[config.mk]
export PLATFORM = sky130hd
export DESIGN_NAME = nonce_hub_fifo
export DESIGN_NICKNAME = d
export VERILOG_FILES = /design/src/rtl/hub_pkg.sv /design/src/rtl/nonce_fifo.sv /design/src/rtl/nonce_hub_fifo.sv
export SDC_FILE = /design/constraint.sdc
export NUM_CORES = 1
export LEC_CHECK = 0
export ABC_AREA = 1
export ABC_CLOCK_PERIOD_IN_PS = 9000
export CORE_MARGIN = 1
export CORE_UTILIZATION = 58
export DETAILED_ROUTE_END_ITERATION = 8
export PLACE_DENSITY = 0.8
export SLEW_MARGIN = 20
export SYNTH_ARGS = -nofsm -noshare
export SYNTH_HDL_FRONTEND = slang
export SYNTH_SLANG_ARGS = --single-unit
[constraint.sdc]
create_clock -name clk -period 9 [get_ports clk]
set_input_delay 2.25 -clock clk [delete_from_list [all_inputs] [get_ports clk]]
set_output_delay 2.25 -clock clk [all_outputs]
set_load 0.02 [all_outputs]
[src/rtl/hub_pkg.sv]
// Shared definitions for the nonce hub: nonce width, transmit FSM encoding
// and a saturating counter helper.
package hub_pkg;

  localparam int NONCE_W = 32;

  typedef enum logic [1:0] {
    TX_IDLE    = 2'd0,
    TX_SEND    = 2'd1,
    TX_WAIT_HI = 2'd2,
    TX_WAIT_LO = 2'd3
  } tx_state_e;

  // Adds a small per-cycle drop count to a 16-bit total, pinning at all ones.
  function automatic logic [15:0] sat_add16(input logic [15:0] base, input logic [4:0] inc);
    logic [16:0] sum;
    sum = {1'b0, base} + {12'd0, inc};
    if (sum[16]) begin
      sat_add16 = 16'hFFFF;
    end else begin
      sat_add16 = sum[15:0];
    end
  endfunction

endpackage

[src/rtl/nonce_fifo.sv]
// Synchronous first-in first-out buffer with full/empty flags and occupancy.
// Writes while full and reads while empty are ignored.
module nonce_fifo
  import hub_pkg::*;
#(
  parameter int WIDTH      = NONCE_W,
  parameter int DEPTH_LOG2 = 3
) (
  input  logic                  clk,
  input  logic                  reset,
  input  logic                  wr_en,
  input  logic [WIDTH-1:0]      wr_data,
  input  logic                  rd_en,
  output logic [WIDTH-1:0]      rd_data,
  output logic                  full,
  output logic                  empty,
  output logic [DEPTH_LOG2:0]   level
);

  localparam int DEPTH = 1 << DEPTH_LOG2;
  localparam logic [DEPTH_LOG2-1:0] PTR_ONE = DEPTH_LOG2'(1);
  localparam logic [DEPTH_LOG2:0]   LVL_ONE = (DEPTH_LOG2 + 1)'(1);

  logic [WIDTH-1:0]      mem_r [DEPTH];
  logic [DEPTH_LOG2-1:0] wr_ptr_r;
  logic [DEPTH_LOG2-1:0] rd_ptr_r;
  logic [DEPTH_LOG2:0]   level_r;
  logic                  do_wr_s;
  logic                  do_rd_s;

  // Occupancy never exceeds DEPTH, so its MSB alone marks full.
  assign full    = level_r[DEPTH_LOG2];
  assign empty   = (level_r == {(DEPTH_LOG2 + 1){1'b0}});
  assign level   = level_r;
  assign rd_data = mem_r[rd_ptr_r];
  assign do_wr_s = wr_en & ~full;
  assign do_rd_s = rd_en & ~empty;

  // Storage array write port.
  always_ff @(posedge clk) begin
    if (do_wr_s) begin
      mem_r[wr_ptr_r] <= wr_data;
    end
  end

  // Pointer and occupancy bookkeeping.
  always_ff @(posedge clk or posedge reset) begin
    if (reset) begin
      wr_ptr_r <= {DEPTH_LOG2{1'b0}};
      rd_ptr_r <= {DEPTH_LOG2{1'b0}};
      level_r  <= {(DEPTH_LOG2 + 1){1'b0}};
    end else begin
      if (do_wr_s) begin
        wr_ptr_r <= wr_ptr_r + PTR_ONE;
      end
      if (do_rd_s) begin
        rd_ptr_r <= rd_ptr_r + PTR_ONE;
      end
      case ({do_wr_s, do_rd_s})
        2'b10:   level_r <= level_r + LVL_ONE;
        2'b01:   level_r <= level_r - LVL_ONE;
        default: level_r <= level_r;
      endcase
    end
  end

endmodule

[src/rtl/nonce_hub_fifo.sv]
// Collects nonces from several sources via edge capture and round-robin
// arbitration into a FIFO, then hands them one at a time to serial_transmit.
module nonce_hub_fifo
  import hub_pkg::*;
#(
  parameter int SLAVES     = 4,
  parameter int DEPTH_LOG2 = 3
) (
  input  logic                      clk,
  input  logic                      reset,
  input  logic [SLAVES*NONCE_W-1:0] slave_nonces,
  input  logic [SLAVES-1:0]         new_nonces,
  output logic [NONCE_W-1:0]        golden_nonce,
  output logic                      serial_send,
  input  logic                      serial_busy,
  output logic [DEPTH_LOG2:0]       fifo_level,
  output logic [15:0]               drop_count
);

  localparam int PTR_W = (SLAVES > 1) ? $clog2(SLAVES) : 1;

  logic [SLAVES-1:0]  prev_nn_r;
  logic [SLAVES-1:0]  pending_r;
  logic [NONCE_W-1:0] hold_r [SLAVES];
  logic [PTR_W-1:0]   rr_ptr_r;
  tx_state_e          state_r;

  logic [SLAVES-1:0]  capture_s;
  logic [SLAVES-1:0]  grant_vec_s;
  logic [SLAVES-1:0]  drop_s;
  logic [4:0]         drop_n_s;
  logic               grant_s;
  logic [NONCE_W-1:0] grant_data_s;
  logic [PTR_W-1:0]   rr_next_s;
  logic [PTR_W-1:0]   idx_s;
  logic               fifo_full_s;
  logic               fifo_empty_s;
  logic [NONCE_W-1:0] fifo_head_s;
  tx_state_e          state_next_s;
  logic               load_s;

  assign capture_s = new_nonces & ~prev_nn_r;
  // A granted slave hands its old value to the FIFO, so its recapture is not a loss.
  assign drop_s    = capture_s & pending_r & ~grant_vec_s;

  // Round-robin search starting at rr_ptr; blocked entirely while the FIFO is full.
  always_comb begin
    grant_s      = 1'b0;
    grant_vec_s  = {SLAVES{1'b0}};
    grant_data_s = {NONCE_W{1'b0}};
    rr_next_s    = rr_ptr_r;
    idx_s        = {PTR_W{1'b0}};
    for (int k = 0; k < SLAVES; k++) begin
      idx_s = PTR_W'((int'(rr_ptr_r) + k) % SLAVES);
      if (!grant_s && !fifo_full_s && pending_r[idx_s]) begin
        grant_s            = 1'b1;
        grant_vec_s[idx_s] = 1'b1;
        grant_data_s       = hold_r[idx_s];
        rr_next_s          = PTR_W'((int'(idx_s) + 1) % SLAVES);
      end else begin
        grant_s = grant_s;
      end
    end
  end

  // Number of nonces lost this cycle.
  always_comb begin
    drop_n_s = 5'd0;
    for (int i = 0; i < SLAVES; i++) begin
      drop_n_s = drop_n_s + {4'd0, drop_s[i]};
    end
  end

  // Edge detector history; all ones at reset so levels already high are ignored.
  always_ff @(posedge clk or posedge reset) begin
    if (reset) begin
      prev_nn_r <= {SLAVES{1'b1}};
    end else begin
      prev_nn_r <= new_nonces;
    end
  end

  // Per-source holding registers.
  always_ff @(posedge clk or posedge reset) begin
    if (reset) begin
      for (int i = 0; i < SLAVES; i++) begin
        hold_r[i] <= {NONCE_W{1'b0}};
      end
    end else begin
      for (int i = 0; i < SLAVES; i++) begin
        if (capture_s[i]) begin
          hold_r[i] <= slave_nonces[i*NONCE_W +: NONCE_W];
        end
      end
    end
  end

  // Pending flags, arbitration pointer and loss counter.
  always_ff @(posedge clk or posedge reset) begin
    if (reset) begin
      pending_r  <= {SLAVES{1'b0}};
      rr_ptr_r   <= {PTR_W{1'b0}};
      drop_count <= 16'd0;
    end else begin
      pending_r  <= (pending_r & ~grant_vec_s) | capture_s;
      rr_ptr_r   <= rr_next_s;
      drop_count <= sat_add16(drop_count, drop_n_s);
    end
  end

  nonce_fifo #(
    .WIDTH      (NONCE_W),
    .DEPTH_LOG2 (DEPTH_LOG2)
  ) u_fifo (
    .clk     (clk),
    .reset   (reset),
    .wr_en   (grant_s),
    .wr_data (grant_data_s),
    .rd_en   (load_s),
    .rd_data (fifo_head_s),
    .full    (fifo_full_s),
    .empty   (fifo_empty_s),
    .level   (fifo_level)
  );

  // Transmit handshake: wait for busy to rise then fall before the next word.
  always_comb begin
    state_next_s = state_r;
    load_s       = 1'b0;
    case (state_r)
      TX_IDLE: begin
        if (!fifo_empty_s && !serial_busy) begin
          state_next_s = TX_SEND;
          load_s       = 1'b1;
        end else begin
          state_next_s = TX_IDLE;
        end
      end
      TX_SEND: state_next_s = TX_WAIT_HI;
      TX_WAIT_HI: begin
        if (serial_busy) begin
          state_next_s = TX_WAIT_LO;
        end else begin
          state_next_s = TX_WAIT_HI;
        end
      end
      TX_WAIT_LO: begin
        if (!serial_busy) begin
          state_next_s = TX_IDLE;
        end else begin
          state_next_s = TX_WAIT_LO;
        end
      end
      default: state_next_s = TX_IDLE;
    endcase
  end

  // State register plus registered send strobe and output word.
  always_ff @(posedge clk or posedge reset) begin
    if (reset) begin
      state_r      <= TX_IDLE;
      serial_send  <= 1'b0;
      golden_nonce <= {NONCE_W{1'b0}};
    end else begin
      state_r     <= state_next_s;
      serial_send <= load_s;
      if (load_s) begin
        golden_nonce <= fifo_head_s;
      end
    end
  end

endmodule
==> impl_results.md <==
- Hold WC Path Type: register to register
- Skew-Pair Late Insertion Delay: 0.57 ns
- First-pass GRT wire length: 84,420 um
- Most frequent cells in the layout: nor2_1, o21ai_0, nand2_1
- VDD IR max: 0.2600 mV
- Synth Warn #: 0
- Tightest Pin Transition: 1.135 ns
- Outcome: complete, no violations
- H-tree depth: 2
- Asr flop ratio synth: 43.74%
- Post-Synth Simple-Gate Area: 16.52%
- Relative slew slack: 24.32%
- DR vias: 16,980
- Setup Crit Path Kind: register to register
- Max Fclk: 153.5 MHz
- Most common cell after layout, fill and taps aside: nor2_1
- Synth top area share: 36.05%
- Port Buffers: 187
- Min cycle time layout: 6.515 ns
- Placed Cells: 2,764
- WP data arrival: 7.01 ns
- Post-CTS setup buffers: 0
- Synth Area in Adders: 1.079%
- CTS sink count: 455
- Setup TNS: 0 ns
- Initial antenna violation count: 0
- Residual DRC count: 0
- Post-synthesis register bit count: 455
- Pwr dens: 390.9 mW/mm2
- Reg2reg end: drop_count[13]
- Synth Flop Type: edfxtp_1
- Pleak: 9.897 nW
- Starting DRC count in detailed routing: 1,759
- Worst hold path depth: 1
- Via density: 5.960
- Chip height: 193.8 um
- CTS Buf Count: 45
- CTS Buffer Depth: 3
- Layout cells sized above 1: 8.546%
- Reg-to-reg startpoint: rr_ptr_r[1]
- FILL cells: 2,602
- Die Footprint: 0.03754 mm2
- Seq/Total Area, Yosys: 59.42%
- CP required: 9.50 ns
- DR WL/cell: 19.21 um
- Pin count of the biggest net entering global routing: 134
- CTS tree: yes
- Core Util, Final: 69.11%
- Main combinational cell family by area after synthesis: simple AND/OR/NAND/NOR gates
- Syn Area/Cell: 9.508 um2
- Cell variety after synth: 41
- Final hold violation count: 0
- Post_cts resized: 0
- Clock slew at reported path FFs: 0.07 ns
- ANT cells: 0
- Mapped cell area: 0.02133 mm2
- FF-to-FF path depth: 24
- Die Span X: 193.8 um
- Cts-stage hold buffer count: 0
- Router iterations before antenna repair: 6
- Area of the multi-input gates: 0.007522 mm2
- Mux share of post-synthesis cell area: 2.851%
- Post-synth net total: 2,394
- Final GP Congestion: 0.8573
- ANT nets after route: 0
- Hold Crit Start: state_r[0]
- Final non-filler cell total: 2,848
- Row cnt: 69
- Vias in the first global route: 15,770
- Worst Setup Start Kind: register
- I/O pin count: 188
- Hold Path Sink: state_r[1]
- Root Buffer: clkbuf_16
- Total core area: 0.03591 mm2
- Fin. max-slew vios: 0
- Fin Clk Skew: 0.01356 ns
- Period Utilization, post-route: 72.39%
- CP endpoint kind: register
- GRT overflow: 0
- RSZ-0062 raised after global routing: false
- DP Wirelength: 32,940 um
- Cell taking the most area after synthesis: edfxtp_1
- FF+latch area: 0.01268 mm2
- Area Overhead vs Synth: 16.39%
- Ranking of synthesized cells by area: edfxtp_1, dfrtp_1, nor2_1
- Syn Inst Count: 2,243
- EDFF count, synth: 256
- GRT Resource Usage Total: 28.54%
- Critical path peak fanout: 72
- R2R Setup Slk: 2.49 ns
- Nets: 2,501
- Final WL: 54,720 um
- Final setup violation count: 0
- Synth Area in Compound Gates: 14.36%
- Xor/xnor share of the synthesized area: 0.4107%
- Initial Utilization: 59.38%
- Max_cap viols: 0
-- power by group --
group / internal (mW) / switching (mW) / total, mW
Sequential: 3.44 / 0.327 / 3.77
Combinational: 1.12 / 2.93 / 4.05
Clock: 1.09 / 0.800 / 1.88
-- routing by layer --
| layer | global-route usage, % | vias to the layer above | part of all wire (%) |
|---|---|---|---|
| li1 | - | 7888 | - |
| met1 | 39.80 | 8134 | 41 |
| met2 | 45.63 | 863 | 47 |
| met3 | 4.818 | 90 | 9.0 |
| met4 | 9.659 | 0 | 2.5 |
| met5 | 0 | - | 0 |
-- worst max-delay path by stage --
stage | start | to | slack (ns) | depth (start not counted)
2_1_floorplan | reset | drop_count[0] | 1.33 | 1
3_3_place_gp | rr_ptr_r[1] | drop_count[14] | 2.82 | 25
3_5_place_dp | rr_ptr_r[1] | drop_count[13] | 2.63 | 24
4_1_cts | rr_ptr_r[1] | drop_count[13] | 2.61 | 24
5_1_grt | rr_ptr_r[0] | drop_count[13] | 2.08 | 22
6_report | rr_ptr_r[1] | drop_count[13] | 2.49 | 24
-- critical path, cell delays in order, from the launching register on --
cell and delay [ns]:
dfrtp_2 0.38, buf_4 0.34, inv_2 0.11, buf_4 0.61, ha_2 0.43, buf_4 0.34, inv_2 0.11, buf_4 0.57
nand3_1 0.31, nand3_4 0.23, nand4_4 0.13, inv_4 0.36, nand2_1 0.13, nand3_1 0.12, fa_1 0.44, fa_1 0.43
inv_1 0.09, fa_1 0.20, nand2_1 0.07, nor2_1 0.16, nand3_1 0.12, inv_1 0.13, nand3_1 0.22, a21boi_0 0.20
o21ai_1 0.07
-- sequential cells by signal (all words and copies together), names as in the netlist --
register / count
u_fifo.mem_r: 256
hold_r: 128
golden_nonce: 32
drop_count: 16
pending_r: 4
prev_nn_r: 4
u_fifo.level: 4
u_fifo.rd_ptr_r: 3
u_fifo.wr_ptr_r: 3
rr_ptr_r: 2
state_r: 2
serial_send: 1
-- logic make-up after synthesis --
kind of cell | count (synthesis)
adder cells (fa/ha/maj) | 16
buffers and inverters | 284
AO/OA/AOI/OAI | 553
flip-flops | 455
multiplexers | 54
XOR/XNOR | 10
AND/OR/NAND/NOR | 871
-- Yosys cell counts (9+ instances only) --
cell / instances
ha_1: 12
nand2_1: 272
nor2_1: 490
buf_1: 12
o21ai_2: 10
inv_1: 126
clkbuf_1: 101
dfrtp_1: 195
o211ai_1: 10
buf_2: 27
a21oi_1: 75
o21ai_1: 20
o22ai_1: 11
inv_2: 9
nand4_1: 36
mux2_2: 54
o221ai_1: 56
o21ai_0: 367
edfxtp_1: 256
nand3_1: 53
-- through the flow --
step	hold WS [ns]	instance area [um2]	power [mW]	worst slack, ns
after global routing	0.4762	24820	10.24	2.076
after CTS	0.4538	24820	9.639	2.606
final	0.4460	24820	9.703	2.485
after detailed placement	0.4530	23320	7.748	2.635
after global placement	0.4329	23320	7.551	2.817
after floorplan	0.4245	21330	6.442	1.331
-- layout make-up --
type	count	area share, %
Clock inverter	20	0.8519
Tap cell	461	2.324
Timing Repair Buffer	206	8.116
Multi-Input combinational cell	1504	30.31
Inverter	138	2.163
Clock buffer	64	5.152
Sequential cell	455	51.09
Power figures use the tool's default switching activity.
